--- src/rtl/spu_ma_ldrtn_if.sv ---
// Load-FSM handshake, CPX return and MA memory write signals for spu_ma_ldrtn.
// SPU_LDRTN_PARITY_EN adds the per-byte even-parity write lane.
interface spu_ma_ldrtn_if #(
    parameter int LINE_W = 128,
    parameter int WORD_W = 64
);
    logic              spu_mald_ldreq;
    logic              lsu_spu_ldreq_ack;
    logic              cpx_spu_rtn_vld;
    logic              cpx_spu_rtn_ld;
    logic [LINE_W-1:0] cpx_spu_rtn_data;
    logic              cpx_spu_rtn_unc;
    logic              cpx_spu_rtn_cor;
    logic              spu_ldrtn_abort;
    logic              spu_ldrtn_ln_received;
    logic              spu_ldrtn_unc_err_pulse;
    logic              spu_ldrtn_cor_err_pulse;
    logic              spu_ldrtn_memwen;
    logic              spu_ldrtn_memwr_word;
    logic [WORD_W-1:0] spu_ldrtn_memwr_data;
    logic              spu_ldrtn_ld_inprog;
    logic              spu_ldrtn_stale_drop;
`ifdef SPU_LDRTN_PARITY_EN
    logic [WORD_W/8-1:0] spu_ldrtn_memwr_par;
`endif

    modport master (
        output spu_mald_ldreq, lsu_spu_ldreq_ack, cpx_spu_rtn_vld, cpx_spu_rtn_ld,
        output cpx_spu_rtn_data, cpx_spu_rtn_unc, cpx_spu_rtn_cor, spu_ldrtn_abort,
`ifdef SPU_LDRTN_PARITY_EN
        input  spu_ldrtn_memwr_par,
`endif
        input  spu_ldrtn_ln_received, spu_ldrtn_unc_err_pulse, spu_ldrtn_cor_err_pulse,
        input  spu_ldrtn_memwen, spu_ldrtn_memwr_word, spu_ldrtn_memwr_data,
        input  spu_ldrtn_ld_inprog, spu_ldrtn_stale_drop
    );

    modport slave (
        input  spu_mald_ldreq, lsu_spu_ldreq_ack, cpx_spu_rtn_vld, cpx_spu_rtn_ld,
        input  cpx_spu_rtn_data, cpx_spu_rtn_unc, cpx_spu_rtn_cor, spu_ldrtn_abort,
`ifdef SPU_LDRTN_PARITY_EN
        output spu_ldrtn_memwr_par,
`endif
        output spu_ldrtn_ln_received, spu_ldrtn_unc_err_pulse, spu_ldrtn_cor_err_pulse,
        output spu_ldrtn_memwen, spu_ldrtn_memwr_word, spu_ldrtn_memwr_data,
        output spu_ldrtn_ld_inprog, spu_ldrtn_stale_drop
    );
endinterface

--- src/rtl/spu_ma_ldrtn.sv ---
// SPU MA load-return stage: tracks one outstanding line request, buffers the L2 return and
// streams it to MA memory as two words. SPU_LDRTN_PARITY_EN adds a registered parity stage.
module spu_ma_ldrtn #(
    parameter int LINE_W = 128,
    parameter int WORD_W = 64
) (
    input  logic          rclk,
    input  logic          arst_l,
    spu_ma_ldrtn_if.slave bus
);
    localparam logic [4:0] ST_IDLE = 5'b00001;
    localparam logic [4:0] ST_WAIT = 5'b00010;
    localparam logic [4:0] ST_WR0  = 5'b00100;
    localparam logic [4:0] ST_WR1  = 5'b01000;
    localparam logic [4:0] ST_DONE = 5'b10000;

    logic [4:0]        state_r;
    logic [4:0]        state_nxt_s;
    logic [LINE_W-1:0] buf_r;
    logic              ret_s;
    logic              accept_s;
    logic              abort_s;
    logic              wen_nxt_s, word_nxt_s, ln_nxt_s, unc_nxt_s, cor_nxt_s, inprog_nxt_s, stale_nxt_s;
    logic              wen_r, word_r, ln_r, unc_r, cor_r, inprog_r, stale_r;
    logic [WORD_W-1:0] data_s;
    logic              wen1_s;
    logic [WORD_W-1:0] data1_s;
    logic              wen_out_s;
    logic              word_out_s;
    logic              ln_out_s;
    logic [WORD_W-1:0] data_out_s;

    assign abort_s  = bus.spu_ldrtn_abort;
    assign ret_s    = bus.cpx_spu_rtn_vld & bus.cpx_spu_rtn_ld;
    // Abort outranks a same-cycle return; anything not accepted in WAIT is reported as stale.
    assign accept_s = (state_r == ST_WAIT) & ret_s & ~abort_s;

    // State register
    always_ff @(posedge rclk or negedge arst_l) begin
        if (!arst_l) begin
            state_r <= ST_IDLE;
        end else begin
            state_r <= state_nxt_s;
        end
    end

    // Next-state decode
    always_comb begin
        state_nxt_s = state_r;
        if (abort_s) begin
            state_nxt_s = ST_IDLE;
        end else begin
            case (state_r)
                ST_IDLE: begin
                    if (bus.spu_mald_ldreq & bus.lsu_spu_ldreq_ack) state_nxt_s = ST_WAIT;
                    else                                            state_nxt_s = ST_IDLE;
                end
                ST_WAIT: begin
                    if (ret_s) state_nxt_s = bus.cpx_spu_rtn_unc ? ST_IDLE : ST_WR0;
                    else       state_nxt_s = ST_WAIT;
                end
                ST_WR0:  state_nxt_s = ST_WR1;
                ST_WR1:  state_nxt_s = ST_DONE;
                ST_DONE: state_nxt_s = ST_IDLE;
                default: state_nxt_s = ST_IDLE;
            endcase
        end
    end

    // Output decode: values the output registers take on the next edge
    always_comb begin
        wen_nxt_s    = (state_nxt_s == ST_WR0) | (state_nxt_s == ST_WR1);
        word_nxt_s   = (state_nxt_s == ST_WR1);
        ln_nxt_s     = (state_nxt_s == ST_DONE);
        inprog_nxt_s = (state_nxt_s == ST_WAIT) | (state_nxt_s == ST_WR0) | (state_nxt_s == ST_WR1);
        unc_nxt_s    = accept_s & bus.cpx_spu_rtn_unc;
        cor_nxt_s    = accept_s & bus.cpx_spu_rtn_cor;
        stale_nxt_s  = ret_s & ~accept_s;
    end

    // Line buffer, loaded only by an accepted return
    always_ff @(posedge rclk or negedge arst_l) begin
        if (!arst_l) begin
            buf_r <= {LINE_W{1'b0}};
        end else if (accept_s) begin
            buf_r <= bus.cpx_spu_rtn_data;
        end else begin
            buf_r <= buf_r;
        end
    end

    // Output registers
    always_ff @(posedge rclk or negedge arst_l) begin
        if (!arst_l) begin
            wen_r    <= 1'b0;
            word_r   <= 1'b0;
            ln_r     <= 1'b0;
            unc_r    <= 1'b0;
            cor_r    <= 1'b0;
            inprog_r <= 1'b0;
            stale_r  <= 1'b0;
        end else begin
            wen_r    <= wen_nxt_s;
            word_r   <= word_nxt_s;
            ln_r     <= ln_nxt_s;
            unc_r    <= unc_nxt_s;
            cor_r    <= cor_nxt_s;
            inprog_r <= inprog_nxt_s;
            stale_r  <= stale_nxt_s;
        end
    end

    assign data_s  = word_r ? buf_r[WORD_W-1:0] : buf_r[LINE_W-1:WORD_W];
    assign wen1_s  = wen_r & ~abort_s;
    assign data1_s = wen1_s ? data_s : {WORD_W{1'b0}};

`ifdef SPU_LDRTN_PARITY_EN
    logic                wen_p_r;
    logic                word_p_r;
    logic                ln_p_r;
    logic [WORD_W-1:0]   data_p_r;
    logic [WORD_W/8-1:0] par_p_r;

    function automatic logic [WORD_W/8-1:0] byte_parity(input logic [WORD_W-1:0] d);
        byte_parity = {(WORD_W/8){1'b0}};
        for (int i = 0; i < WORD_W/8; i++) begin
            byte_parity[i] = ^d[8*i +: 8];
        end
    endfunction

    // Parity stage: write bus and line-received delayed together so parity stays aligned
    always_ff @(posedge rclk or negedge arst_l) begin
        if (!arst_l) begin
            wen_p_r  <= 1'b0;
            word_p_r <= 1'b0;
            ln_p_r   <= 1'b0;
            data_p_r <= {WORD_W{1'b0}};
            par_p_r  <= {(WORD_W/8){1'b0}};
        end else begin
            wen_p_r  <= wen1_s;
            word_p_r <= word_r & wen1_s;
            ln_p_r   <= ln_r & ~abort_s;
            data_p_r <= data1_s;
            par_p_r  <= byte_parity(data1_s);
        end
    end

    assign wen_out_s               = wen_p_r & ~abort_s;
    assign word_out_s              = word_p_r & wen_out_s;
    assign data_out_s              = wen_out_s ? data_p_r : {WORD_W{1'b0}};
    assign ln_out_s                = ln_p_r & ~abort_s;
    assign bus.spu_ldrtn_memwr_par = wen_out_s ? par_p_r : {(WORD_W/8){1'b0}};
`else
    assign wen_out_s  = wen1_s;
    assign word_out_s = word_r & wen1_s;
    assign data_out_s = data1_s;
    assign ln_out_s   = ln_r & ~abort_s;
`endif

    assign bus.spu_ldrtn_memwen        = wen_out_s;
    assign bus.spu_ldrtn_memwr_word    = word_out_s;
    assign bus.spu_ldrtn_memwr_data    = data_out_s;
    assign bus.spu_ldrtn_ln_received   = ln_out_s;
    assign bus.spu_ldrtn_unc_err_pulse = unc_r & ~abort_s;
    assign bus.spu_ldrtn_cor_err_pulse = cor_r;
    assign bus.spu_ldrtn_ld_inprog     = inprog_r;
    assign bus.spu_ldrtn_stale_drop    = stale_r;
endmodule

--- src/flat_wrapper.sv ---
// flat-port wrapper written by rule: the top's interface ports become plain ports
module spu_ma_ldrtn_flat 
#(
    parameter int LINE_W = 128,
    parameter int WORD_W = 64
)
  (rclk, arst_l, bus_spu_mald_ldreq, bus_lsu_spu_ldreq_ack, bus_cpx_spu_rtn_vld, bus_cpx_spu_rtn_ld, bus_cpx_spu_rtn_data, bus_cpx_spu_rtn_unc, bus_cpx_spu_rtn_cor, bus_spu_ldrtn_abort, bus_spu_ldrtn_ln_received, bus_spu_ldrtn_unc_err_pulse, bus_spu_ldrtn_cor_err_pulse, bus_spu_ldrtn_memwen, bus_spu_ldrtn_memwr_word, bus_spu_ldrtn_memwr_data, bus_spu_ldrtn_ld_inprog, bus_spu_ldrtn_stale_drop);
  spu_ma_ldrtn_if #(.LINE_W(LINE_W), .WORD_W(WORD_W)) bus_i ();
  input  logic rclk;
  input  logic arst_l;
  input wire logic [$bits(bus_i.spu_mald_ldreq)-1:0] bus_spu_mald_ldreq;
  input wire logic [$bits(bus_i.lsu_spu_ldreq_ack)-1:0] bus_lsu_spu_ldreq_ack;
  input wire logic [$bits(bus_i.cpx_spu_rtn_vld)-1:0] bus_cpx_spu_rtn_vld;
  input wire logic [$bits(bus_i.cpx_spu_rtn_ld)-1:0] bus_cpx_spu_rtn_ld;
  input wire logic [$bits(bus_i.cpx_spu_rtn_data)-1:0] bus_cpx_spu_rtn_data;
  input wire logic [$bits(bus_i.cpx_spu_rtn_unc)-1:0] bus_cpx_spu_rtn_unc;
  input wire logic [$bits(bus_i.cpx_spu_rtn_cor)-1:0] bus_cpx_spu_rtn_cor;
  input wire logic [$bits(bus_i.spu_ldrtn_abort)-1:0] bus_spu_ldrtn_abort;
  output wire logic [$bits(bus_i.spu_ldrtn_ln_received)-1:0] bus_spu_ldrtn_ln_received;
  output wire logic [$bits(bus_i.spu_ldrtn_unc_err_pulse)-1:0] bus_spu_ldrtn_unc_err_pulse;
  output wire logic [$bits(bus_i.spu_ldrtn_cor_err_pulse)-1:0] bus_spu_ldrtn_cor_err_pulse;
  output wire logic [$bits(bus_i.spu_ldrtn_memwen)-1:0] bus_spu_ldrtn_memwen;
  output wire logic [$bits(bus_i.spu_ldrtn_memwr_word)-1:0] bus_spu_ldrtn_memwr_word;
  output wire logic [$bits(bus_i.spu_ldrtn_memwr_data)-1:0] bus_spu_ldrtn_memwr_data;
  output wire logic [$bits(bus_i.spu_ldrtn_ld_inprog)-1:0] bus_spu_ldrtn_ld_inprog;
  output wire logic [$bits(bus_i.spu_ldrtn_stale_drop)-1:0] bus_spu_ldrtn_stale_drop;
  assign bus_i.spu_mald_ldreq = bus_spu_mald_ldreq;
  assign bus_i.lsu_spu_ldreq_ack = bus_lsu_spu_ldreq_ack;
  assign bus_i.cpx_spu_rtn_vld = bus_cpx_spu_rtn_vld;
  assign bus_i.cpx_spu_rtn_ld = bus_cpx_spu_rtn_ld;
  assign bus_i.cpx_spu_rtn_data = bus_cpx_spu_rtn_data;
  assign bus_i.cpx_spu_rtn_unc = bus_cpx_spu_rtn_unc;
  assign bus_i.cpx_spu_rtn_cor = bus_cpx_spu_rtn_cor;
  assign bus_i.spu_ldrtn_abort = bus_spu_ldrtn_abort;
  assign bus_spu_ldrtn_ln_received = bus_i.spu_ldrtn_ln_received;
  assign bus_spu_ldrtn_unc_err_pulse = bus_i.spu_ldrtn_unc_err_pulse;
  assign bus_spu_ldrtn_cor_err_pulse = bus_i.spu_ldrtn_cor_err_pulse;
  assign bus_spu_ldrtn_memwen = bus_i.spu_ldrtn_memwen;
  assign bus_spu_ldrtn_memwr_word = bus_i.spu_ldrtn_memwr_word;
  assign bus_spu_ldrtn_memwr_data = bus_i.spu_ldrtn_memwr_data;
  assign bus_spu_ldrtn_ld_inprog = bus_i.spu_ldrtn_ld_inprog;
  assign bus_spu_ldrtn_stale_drop = bus_i.spu_ldrtn_stale_drop;
  spu_ma_ldrtn #(.LINE_W(LINE_W), .WORD_W(WORD_W)) u_core (.rclk(rclk), .arst_l(arst_l), .bus(bus_i));
endmodule
--- config.mk ---
export PLATFORM = sky130hd
export DESIGN_NAME = spu_ma_ldrtn_flat
export DESIGN_NICKNAME = d
export VERILOG_FILES = /design/src/rtl/spu_ma_ldrtn_if.sv /design/src/rtl/spu_ma_ldrtn.sv /design/src/flat_wrapper.sv
export SDC_FILE = /design/constraint.sdc
export NUM_CORES = 1
export LEC_CHECK = 0
export BUFFER_PORTS_ARGS = -buffer_cell sky130_fd_sc_hd__clkbuf_2
export CORE_ASPECT_RATIO = 0.7
export CORE_MARGIN = 1.5
export CORE_UTILIZATION = 30
export CTS_BUF_LIST = sky130_fd_sc_hd__clkbuf_16
export DETAILED_ROUTE_END_ITERATION = 12
export GPL_TIMING_DRIVEN = 0
export PLACE_DENSITY = 0.5
export SLEW_MARGIN = 20
export SYNTH_ARGS = -nofsm -noshare
export SYNTH_HDL_FRONTEND = slang
export SYNTH_SLANG_ARGS = --single-unit
--- constraint.sdc ---
create_clock -name rclk -period 4 [get_ports rclk]
set_input_delay 0.6 -clock rclk [delete_from_list [all_inputs] [get_ports rclk]]
set_output_delay 0.6 -clock rclk [all_outputs]
set_load 0.05 [all_outputs]
==> impl_metrics.csv <==
group,metric,value,unit
outcome,status,"complete, no violations",
worst_hold_path,hp-class,"input port to asynchronous set/reset pin",
pwr,power.leakage,4.57,nW
global_routing,grt_max_degree,72,
cts,cts_inserted_buffers,17,
timing,whs,0.181,ns
placement,numPortBuffers,207,
layout,final_nets,829,
timing,min_period_over_period,80.4,%
placement,dp_hpwl,12.4,mm
global_routing,overflow,0,
yosys,synth_fp_nets,602,
yosys,yosys.area_share.simple,5.99,%
timing,fin_worst_skew,0.00977,ns
yosys,synthesis.area,0.00675,mm2
cts,ctsResizeCount,0,
global_routing,grt_pass1_vias,4781,
routing,num_vias,4384,
pwr,power_density,410,mW/mm2
worst_setup_path,crit_fanout,10,
timing,rsz0062_at_grt,"false",
worst_setup_path,cp.arrival,2.62,ns
timing,period_needed,3.22,ns
layout,drive_gt1_share,54.3,%
cts,clkTransAtPathRegs,0.06,ns
floorplanning,fp-row-count,45,
layout,layout_common_cells,"clkbuf_2, dfrtp_1, mux2_4",
timing,fmax,311,MHz
layout,instances_no_fill,987,
worst_setup_path,crit_type,"register to primary output",
layout,diodes,0,
routing,ant_nets,0,
floorplanning,die_width,182,um
routing,wl,17.0,mm
floorplanning,design.portCount,208,
cts,clockRootBuffer,"clkbuf_16",
floorplanning,coreArea,0.0218,mm2
routing,viasPerCell,4.44,
cts,clock-sinks,140,
routing,drc,0,
yosys,synth.avg_cell_area,14.5,um2
worst_setup_path,startpoint_type,"register",
cts,hold_buffers,0,
layout,final_common_cell,"clkbuf_2",
yosys,synth_adder_area_share,0,%
yosys,synth_top_family_by_area,"multiplexers",
timing,setup_violations,0,
timing,maxSlewViolCount,0,
floorplanning,fp.dieH,128,um
yosys,synth_mux_area_share,36.4,%
global_routing,grt_usage,15.2,%
routing,first_pass_iters,4,
timing,tightest_slew,0.895,ns
floorplanning,fp.dieArea,0.0234,mm2
worst_setup_path,required,3.40,ns
global_routing,grt_pass1_wl,26.8,mm
layout,areaGrowthSynthToFinish,30.1,%
cts,cts_tree,"done",
floorplanning,initial_core_util,30.9,%
yosys,ys_seq_area_share,51.9,%
global_routing,antenna_found_initial,0,
cts,clk_path_buf_depth,2,
timing,slew_headroom,40.3,%
placement,dpl.cell_count,955,
timing,timing_hold_violations_final,0,
yosys,yosys_warnings,0,
yosys,synthCells,465,
cts,clkLatencyLatePin,0.42,ns
routing,wl_per_cell,17.2,um
worst_setup_path,cp-end-kind,"primary output",
yosys,ys_seq_elements,140,
cts,post_cts_buffers,0,
yosys,synth-compound-area-share,0.835,%
yosys,synth_xor_area_share,0.130,%
yosys,synth.distinct_cells,32,
pwr,irDropWorstVdd,0.285,mV
placement,gp_congestion,0.798,
routing,drtIter0Drc,139,
run,cap_violations,0,
cts,h-tree-depth,4,
==> state kept, by name, summed over array words and instances, names as in the netlist <==
signal	cells
u_core.bus.spu_ldrtn_cor_err_pulse	1
u_core.wen_r	1
u_core.bus.spu_ldrtn_stale_drop	1
u_core.buf_r	128
u_core.bus.spu_ldrtn_ld_inprog	1
u_core.ln_r	1
u_core.word_r	1
u_core.unc_r	1
u_core.state_r	5
==> critical path, stage by stage, from the launching register on <==
cell      delay [ns]
dfrtp_1         0.34
clkbuf_1        0.54
clkbuf_1        0.71
mux2i_1         0.17
nor2_1          0.14
clkbuf_2        0.29
==> final timing paths <==
check | slack, ns | cells after the start | from | to
max | 0.78 | 5 | u_core.word_r | bus_spu_ldrtn_memwr_data[46]
min | 0.18 | 1 | arst_l | u_core.buf_r[46]
max reg2reg | 1.80 | 5 | u_core.state_r[3] | u_core.buf_r[73]
min reg2reg | 0.50 | 1 | u_core.buf_r[108] | u_core.buf_r[108]
max in group asynchronous | 3.03 | 2 | arst_l | u_core.state_r[0]
min in group rclk | 0.38 | 3 | bus_cpx_spu_rtn_cor | u_core.bus.spu_ldrtn_cor_err_pulse
==> routing by layer <==
metal / share of wire, % / wire, um / up-vias / track usage, %
met2: 45 / 7580 / 133 / 22.7
li1: - / - / 2073 / -
met4: 1.2 / 203 / 0 / 4.91
met1: 49 / 8300 / 2165 / 20.8
met3: 5.4 / 920 / 13 / 4.70
met5: 0 / 0 / - / 0
==> cells by family after synthesis <==
family                    after synthesis
muxes                                 192
DFF                                   140
and+or+nand+nor                        94
buffers and inverters                  32
AOI/OAI and AO/OA                       6
xor gates and xnor gates                1
==> area by class of cell <==
type	count	area, um2
fill	2116	13100
buffer	28	300
tap	282	353
timing repair buffer	208	1070
clock buffer	17	425
inverter	4	15.0
sequential	140	3500
clock inverter	15	180
multi-input combinational	293	2930
==> power by group <==
part           internal (W)  leakage [nW]  switching [W]
Clock               0.00103         0.300       0.000624
Sequential          0.00154          1.90      0.0000696
Combinational      0.000219          2.37       0.000111
Total               0.00279          4.57       0.000805
==> cells in the mapped netlist <==
cell type / count / area (um2)
a221o_1: 1 / 10.0
or3_4: 1 / 11.3
and2_1: 1 / 6.26
nor4b_1: 1 / 8.76
mux2_2: 28 / 315
and3_1: 2 / 12.5
nand3_1: 1 / 5.00
nor2b_1: 3 / 18.8
nor3b_1: 1 / 7.51
a21oi_1: 1 / 5.00
inv_1: 4 / 15.0
o21bai_1: 1 / 7.51
buf_2: 1 / 5.00
dfrtp_1: 139 / 3480
nor2_1: 72 / 270
or2_2: 1 / 6.26
mux2i_1: 64 / 641
buf_1: 3 / 11.3
clkbuf_1: 11 / 41.3
nand2_1: 5 / 18.8
a32oi_1: 1 / 8.76
buf_6: 2 / 22.5
a211o_1: 1 / 8.76
or3_1: 1 / 6.26
nand2b_1: 1 / 6.26
or4_4: 1 / 11.3
o32ai_2: 1 / 16.3
mux2_4: 100 / 1500
nor3_1: 3 / 15.0
buf_12: 11 / 220
dfstp_2: 1 / 26.3
xor2_1: 1 / 8.76
==> stage by stage <==
step | worst slack [ns] | area, um2 | power, W | util [%] | TNS (ns)
floorplan | 1.44 | 6750 | 0.00182 | - | 0
global placement | -0.0603 | 8140 | 0.00195 | 37.2 | -6.18
detailed placement | 0.988 | 8170 | 0.00197 | 37.4 | 0
CTS | 0.673 | 8780 | 0.00365 | 40.2 | 0
global route | 0.546 | 8780 | 0.00376 | 40.2 | 0
finish | 0.784 | 8780 | 0.00359 | 40.2 | 0
Power figures use the tool's default switching activity.
